`src/rtl/bus_arbiter_pkg.sv`:
```
// Shared types and defaults for the round-robin bus arbiter.
package bus_arbiter_pkg;

  typedef enum logic {
    ARB_IDLE  = 1'b0,
    ARB_OWNED = 1'b1
  } arb_state_t;

  localparam int DEFAULT_MAX_HOLD = 16;

endpackage

```
`src/rtl/bus_arbiter_round_robin_select.sv`:
```
// Combinational round-robin pick: the first set request strictly after pointer,
// wrapping, found by scanning a doubled copy of the request vector.
module round_robin_select
  import bus_arbiter_pkg::*;
#(
  parameter int N_REQ = 4,
  parameter int ID_W  = (N_REQ > 1) ? $clog2(N_REQ) : 1
) (
  input  logic [N_REQ-1:0] req,
  input  logic [ID_W-1:0]  pointer,
  output logic [N_REQ-1:0] gnt,
  output logic [ID_W-1:0]  id,
  output logic             any
);

  logic [2*N_REQ-1:0] w_dbl;
  logic               w_found;

  assign w_dbl = {req, req};

  // Window pointer+1 .. pointer+N_REQ of the doubled vector is one full wrap.
  always_comb begin
    w_found = 1'b0;
    gnt     = '0;
    id      = '0;
    for (int k = 0; k < 2 * N_REQ; k++) begin
      if (!w_found && (k > int'(pointer)) && (k <= int'(pointer) + N_REQ) && w_dbl[k]) begin
        w_found          = 1'b1;
        gnt[k % N_REQ]   = 1'b1;
        id               = ID_W'(k % N_REQ);
      end
    end
    any = w_found;
  end

endmodule

```
`src/rtl/bus_arbiter.sv`:
```
// Round-robin owner for one split-transaction bus: registered one-hot grant,
// owner hold via bhold, and a sticky watchdog that breaks over-long holds.
module bus_arbiter
  import bus_arbiter_pkg::*;
#(
  parameter int N_REQ    = 4,
  parameter int MAX_HOLD = DEFAULT_MAX_HOLD,
  parameter int ID_W     = (N_REQ > 1) ? $clog2(N_REQ) : 1
) (
  input  logic             clock,
  input  logic             reset,
  input  logic [N_REQ-1:0] breq,
  input  logic [N_REQ-1:0] bhold,
  output logic [N_REQ-1:0] bgnt,
  output logic             grant_valid,
  output logic [ID_W-1:0]  grant_id,
  output logic             hold_timeout,
  output logic [ID_W-1:0]  timeout_id
);

  localparam int CNT_W = ($clog2(MAX_HOLD + 1) > 1) ? $clog2(MAX_HOLD + 1) : 1;

  arb_state_t       r_state, w_state_nxt;
  logic [N_REQ-1:0] r_bgnt, w_bgnt_nxt;
  // last_owner doubles as the current owner while OWNED.
  logic [ID_W-1:0]  r_last_owner, w_last_nxt;
  logic [CNT_W-1:0] r_hold_cnt, w_cnt_nxt;
  logic             r_timeout, w_timeout_nxt;
  logic [ID_W-1:0]  r_timeout_id, w_timeout_id_nxt;

  logic [N_REQ-1:0] w_sel_gnt;
  logic [ID_W-1:0]  w_sel_id;
  logic             w_sel_any;
  logic             w_own_hold, w_keep, w_expire, w_release;

  round_robin_select #(
    .N_REQ (N_REQ),
    .ID_W  (ID_W)
  ) u_select (
    .req     (breq),
    .pointer (r_last_owner),
    .gnt     (w_sel_gnt),
    .id      (w_sel_id),
    .any     (w_sel_any)
  );

  assign w_own_hold = bhold[r_last_owner];
  assign w_keep     = w_own_hold && ((MAX_HOLD == 0) || (r_hold_cnt < CNT_W'(MAX_HOLD)));
  assign w_expire   = w_own_hold && (MAX_HOLD != 0) && (r_hold_cnt == CNT_W'(MAX_HOLD));

  always_comb begin
    w_state_nxt      = r_state;
    w_bgnt_nxt       = r_bgnt;
    w_last_nxt       = r_last_owner;
    w_cnt_nxt        = r_hold_cnt;
    w_timeout_nxt    = r_timeout;
    w_timeout_id_nxt = r_timeout_id;
    w_release        = 1'b0;

    case (r_state)
      ARB_IDLE: w_release = 1'b1;
      ARB_OWNED: begin
        if (w_keep) begin
          if (r_hold_cnt != '1) w_cnt_nxt = r_hold_cnt + 1'b1;
        end else begin
          w_release = 1'b1;
          if (w_expire) begin
            w_timeout_nxt = 1'b1;
            if (!r_timeout) w_timeout_id_nxt = r_last_owner;
          end
        end
      end
      default: w_release = 1'b1;
    endcase

    // Hand-over in the same edge; previous owner is searched last.
    if (w_release) begin
      if (w_sel_any) begin
        w_state_nxt = ARB_OWNED;
        w_bgnt_nxt  = w_sel_gnt;
        w_last_nxt  = w_sel_id;
        w_cnt_nxt   = CNT_W'(1);
      end else begin
        w_state_nxt = ARB_IDLE;
        w_bgnt_nxt  = '0;
        w_cnt_nxt   = '0;
      end
    end
  end

  always_ff @(posedge clock) begin
    if (reset) begin
      r_state      <= ARB_IDLE;
      r_bgnt       <= '0;
      r_last_owner <= ID_W'(N_REQ - 1);
      r_hold_cnt   <= '0;
      r_timeout    <= 1'b0;
      r_timeout_id <= '0;
    end else begin
      r_state      <= w_state_nxt;
      r_bgnt       <= w_bgnt_nxt;
      r_last_owner <= w_last_nxt;
      r_hold_cnt   <= w_cnt_nxt;
      r_timeout    <= w_timeout_nxt;
      r_timeout_id <= w_timeout_id_nxt;
    end
  end

  assign bgnt         = r_bgnt;
  assign grant_valid  = |r_bgnt;
  assign grant_id     = (|r_bgnt) ? r_last_owner : '0;
  assign hold_timeout = r_timeout;
  assign timeout_id   = r_timeout_id;

endmodule

```
`config.mk`:
```
export PLATFORM = sky130hd
export DESIGN_NAME = bus_arbiter
export DESIGN_NICKNAME = d
export VERILOG_FILES = /design/src/rtl/bus_arbiter_pkg.sv /design/src/rtl/bus_arbiter_round_robin_select.sv /design/src/rtl/bus_arbiter.sv
export SDC_FILE = /design/constraint.sdc
export NUM_CORES = 1
export LEC_CHECK = 0
export BUFFER_PORTS_ARGS = -buffer_cell sky130_fd_sc_hd__buf_2
export CAP_MARGIN = 10
export CELL_PAD_IN_SITES_DETAIL_PLACEMENT = 1
export CELL_PAD_IN_SITES_GLOBAL_PLACEMENT = 1
export CORE_MARGIN = 4
export CORE_UTILIZATION = 41
export CTS_BUF_LIST = sky130_fd_sc_hd__clkbuf_4 sky130_fd_sc_hd__clkbuf_8
export CTS_CLUSTER_DIAMETER = 120
export DETAILED_ROUTE_END_ITERATION = 10
export PLACE_DENSITY = 0.9
export SETUP_SLACK_MARGIN = 0.15
export SYNTH_ARGS = -nofsm -noshare
export SYNTH_HDL_FRONTEND = slang
export SYNTH_HIERARCHICAL = 1
export SYNTH_SLANG_ARGS = --single-unit
```
`constraint.sdc`:
```
create_clock -name clock -period 1.9 [get_ports clock]
set_clock_uncertainty 0.15 [all_clocks]
set_input_delay 0.38 -clock clock [delete_from_list [all_inputs] [get_ports clock]]
set_output_delay 0.38 -clock clock [all_outputs]
set_load 0.005 [all_outputs]
```
==> results.sh <==
export IMPL_wl_per_cell_um=16.56
export IMPL_min_to="bgnt[3]"
export IMPL_die_h_um=56.98
export IMPL_cp_required_ps=1370
export IMPL_place_congestion=0.7295
export IMPL_initial_core_util_pct=43.62
export IMPL_crit_fanout=3
export IMPL_syn_to_final_growth_pct=21.76
export IMPL_drive_above_1_share_pct=33.81
export IMPL_clkPwrFrac_pct=24.3
export IMPL_antenna_cells=0
export IMPL_insertion_delay_ps=280
export IMPL_tns_ps=0
export IMPL_gr_total_overflow=0
export IMPL_synth_cells=115
export IMPL_synth_cell_types=45
export IMPL_num_vias=969
export IMPL_rsz0062_at_grt="yes"
export IMPL_drt_total_wl_mm=2.765
export IMPL_reg2reg_depth=4
export IMPL_drt_initial_drc_count=25
export IMPL_combPwrFrac_pct=32.9
export IMPL_dr_pass1_iters=4
export IMPL_row_count=17
export IMPL_dp_hpwl_mm=2.028
export IMPL_r2r_setup_slack_ps=220
export IMPL_ys_warn_count=6
export IMPL_end_kind="output port"
export IMPL_cts_buffers=3
export IMPL_grt_pass1_vias=1028
export IMPL_period_share_pct=93.66
export IMPL_r2r_end="r_last_owner[1]"
export IMPL_power_density_nw_per_um2=702.9
export IMPL_whs_ps=318.1
export IMPL_grt_use_total_pct=18.30
export IMPL_hold_viol=0
export IMPL_io_pins=20
export IMPL_maxSlewViolCount=0
export IMPL_p_leak_nw=0.5356
export IMPL_final_nets=153
export IMPL_reg2reg_from="r_last_owner[1]"
export IMPL_cts_tree="built"
export IMPL_relSlewSlack_pct=72.46
export IMPL_fillers=293
export IMPL_hold_depth=2
export IMPL_die_area_um2=3246
export IMPL_period_needed_ps=1779
export IMPL_min_path_type="primary input to flop"
export IMPL_via_per_inst=5.802
export IMPL_synth_edf_count=0
export IMPL_ctsHtreeMaxLevel=1
export IMPL_clkTransAtPathRegs_ps=100
export IMPL_worstMarginPinSlew_ps=407.6
export IMPL_synth_nets=128
export IMPL_status="complete, no violations"
export IMPL_synth_flop_cell="dfxtp_1"
export IMPL_synth_cell_area_um2=983.4
export IMPL_antenna_left=0
export IMPL_grt_start_max_net_pins=18
export IMPL_clock_sinks=15
export IMPL_power_total_mw=0.8416
export IMPL_portBuffers=19
export IMPL_power_frac_seq_pct=42.8
export IMPL_die_x_um=56.98
export IMPL_synth_seq_cells=15
export IMPL_p_sw_mw=0.2741
export IMPL_cp_data_arrival_time_ps=1250
export IMPL_ys_seq_area_share_pct=30.53
export IMPL_cp_start_kind="flop"
export IMPL_grt_pass1_wl_mm=4.816
export IMPL_vdd_ir_drop_max_mv=0.4289
export IMPL_antenna_found_initial=0
export IMPL_synthTopCellsByArea="dfxtp_1, a21oi_1, mux2i_1, ha_1, o21ai_0"
export IMPL_ctsHoldBuffers=0
export IMPL_yosys_area_top_type="dfxtp_1"
export IMPL_worstPathCellList="nor4_4 -> buf_4 -> nor2b_1 -> buf_2"
export IMPL_syn_area_per_cell_um2=8.552
export IMPL_cp_slowest_stage_delay_ps=360
export IMPL_pre_cts_slack_ps=96.20
export IMPL_core_area_um2=2255
export IMPL_async_reset_ff_share_pct=0
export IMPL_cts_root_buf="clkbuf_4"
export IMPL_p_sw_share_pct=32.57
export IMPL_power_internal_mw=0.5675
export IMPL_critPathKind="flop to output port"
export IMPL_clock_path_buffers=2
export IMPL_drv_cap=0
export IMPL_min_from="reset"
export IMPL_timing_final_ws_setup_ps=120.5
export IMPL_slowest_stage="dfxtp_2"
export IMPL_fmax_mhz=562.0
export IMPL_finalSetupViolCount=0
export IMPL_synth_top_cell_area_share_pct=30.53
export IMPL_remaining_drc_errors=0
## worst max-delay path: cells and delay by family, from the launching register on
family | cells | cell delay, ps
AND/OR/NAND/NOR | 2 | 320
flip-flops | 1 | 360
buffers and inverters | 2 | 290
## cells in the final DEF (no fill, tap or decap), drive strengths merged, types with 3 or more instances in the layout
cell / synthesis / final
buf: 7 / 28
inv: 6 / 6
o21bai: 3 / 3
ha: 3 / 3
dfxtp: 15 / 15
mux2i: 5 / 5
nor3: 5 / 5
nand4: 4 / 4
nor2: 7 / 7
o21ai: 8 / 8
nand2: 4 / 4
a21oi: 10 / 10
clkbuf: 1 / 4
nand2b: 4 / 4
nor2b: 4 / 4
a211oi: 3 / 3
## how the worst max path moves through the flow
stage / from / endpoint
floorplan: r_last_owner[1] / r_last_owner[1]
global route: bgnt[0] / grant_id[1]
detailed placement: bhold[3] / r_last_owner[1]
finish: bgnt[0] / grant_id[0]
global placement: bhold[3] / r_last_owner[1]
CTS: bgnt[2] / grant_id[1]
## power groups by stage
stage | logic (mW) | clock network [mW] | registers (mW)
floorplan | 0.169 | 0 | 0.358
global placement | 0.246 | 0 | 0.358
detailed placement | 0.258 | 0 | 0.361
CTS | 0.271 | 0.200 | 0.358
global route | 0.305 | 0.227 | 0.364
finish | 0.277 | 0.204 | 0.360
## flip-flops by register name, summed over array words and instances (netlist names)
signal and flops:
bgnt 4, hold_timeout 1, r_hold_cnt 5, r_last_owner 2, r_state 1, timeout_id 2
## per-stage QoR
stage | util [%] | area (um2) | cells
2_1_floorplan | - | 983.4 | 115
3_3_place_gp | 49.33 | 1112 | 162
3_5_place_dp | 49.33 | 1112 | 162
4_1_cts | 52.05 | 1174 | 167
5_1_grt | 53.11 | 1197 | 167
6_report | 53.11 | 1197 | 167
## Yosys cell counts (2+ instances only)
| cell | n |
|---|---|
| and2b_1 | 2 |
| nor2b_1 | 4 |
| xnor2_1 | 2 |
| nor3_1 | 3 |
| buf_2 | 3 |
| a211oi_2 | 2 |
| ha_1 | 3 |
| mux2i_1 | 5 |
| inv_1 | 6 |
| o22ai_1 | 2 |
| nand2_1 | 4 |
| o21ai_0 | 7 |
| a21oi_1 | 10 |
| nand4_1 | 4 |
| nand2b_1 | 4 |
| nor2_1 | 7 |
| dfxtp_1 | 15 |
| or3_1 | 2 |
| and2_1 | 2 |
| o21bai_1 | 3 |
## timing repair
action	in CTS	in global routing
gates resized for setup	6	6
endpoints found under the setup margin	5	8
pin swaps	1	1
buffers inserted	1	0
## layer usage
| metal | GRT usage (%) | vias to the layer above | routed length (um) |
|---|---|---|---|
| li1 | - | 464 | - |
| met5 | 0 | - | 0 |
| met1 | 22.02 | 469 | 1202 |
| met2 | 33.12 | 30 | 1393 |
| met4 | 4.636 | 0 | 50 |
| met3 | 3.620 | 6 | 119 |
## cell families (layout without fill, tap and decap cells)
logic type | after synthesis | in the layout | share of synthesized area [%]
AO/OA/AOI/OAI | 33 | 33 | 23.15
XOR/XNOR | 3 | 3 | 2.672
adder cells (fa/ha/maj) | 3 | 3 | 3.817
buffers and inverters | 14 | 38 | 8.523
flip-flops | 15 | 15 | 30.53
multiplexers | 5 | 5 | 5.089
AND/OR/NAND/NOR | 42 | 42 | 26.21
## cell type report
cell class                 count  area [um2]  area share, %
sequential                    15       306.5          25.60
multi-input combinational     86       640.6          53.50
tap                           28       35.03          2.926
clock buffer                   4       30.03          2.508
timing repair buffer          28       162.7          13.58
inverter                       6       22.52          1.881
(Power assumes the default switching activity.)
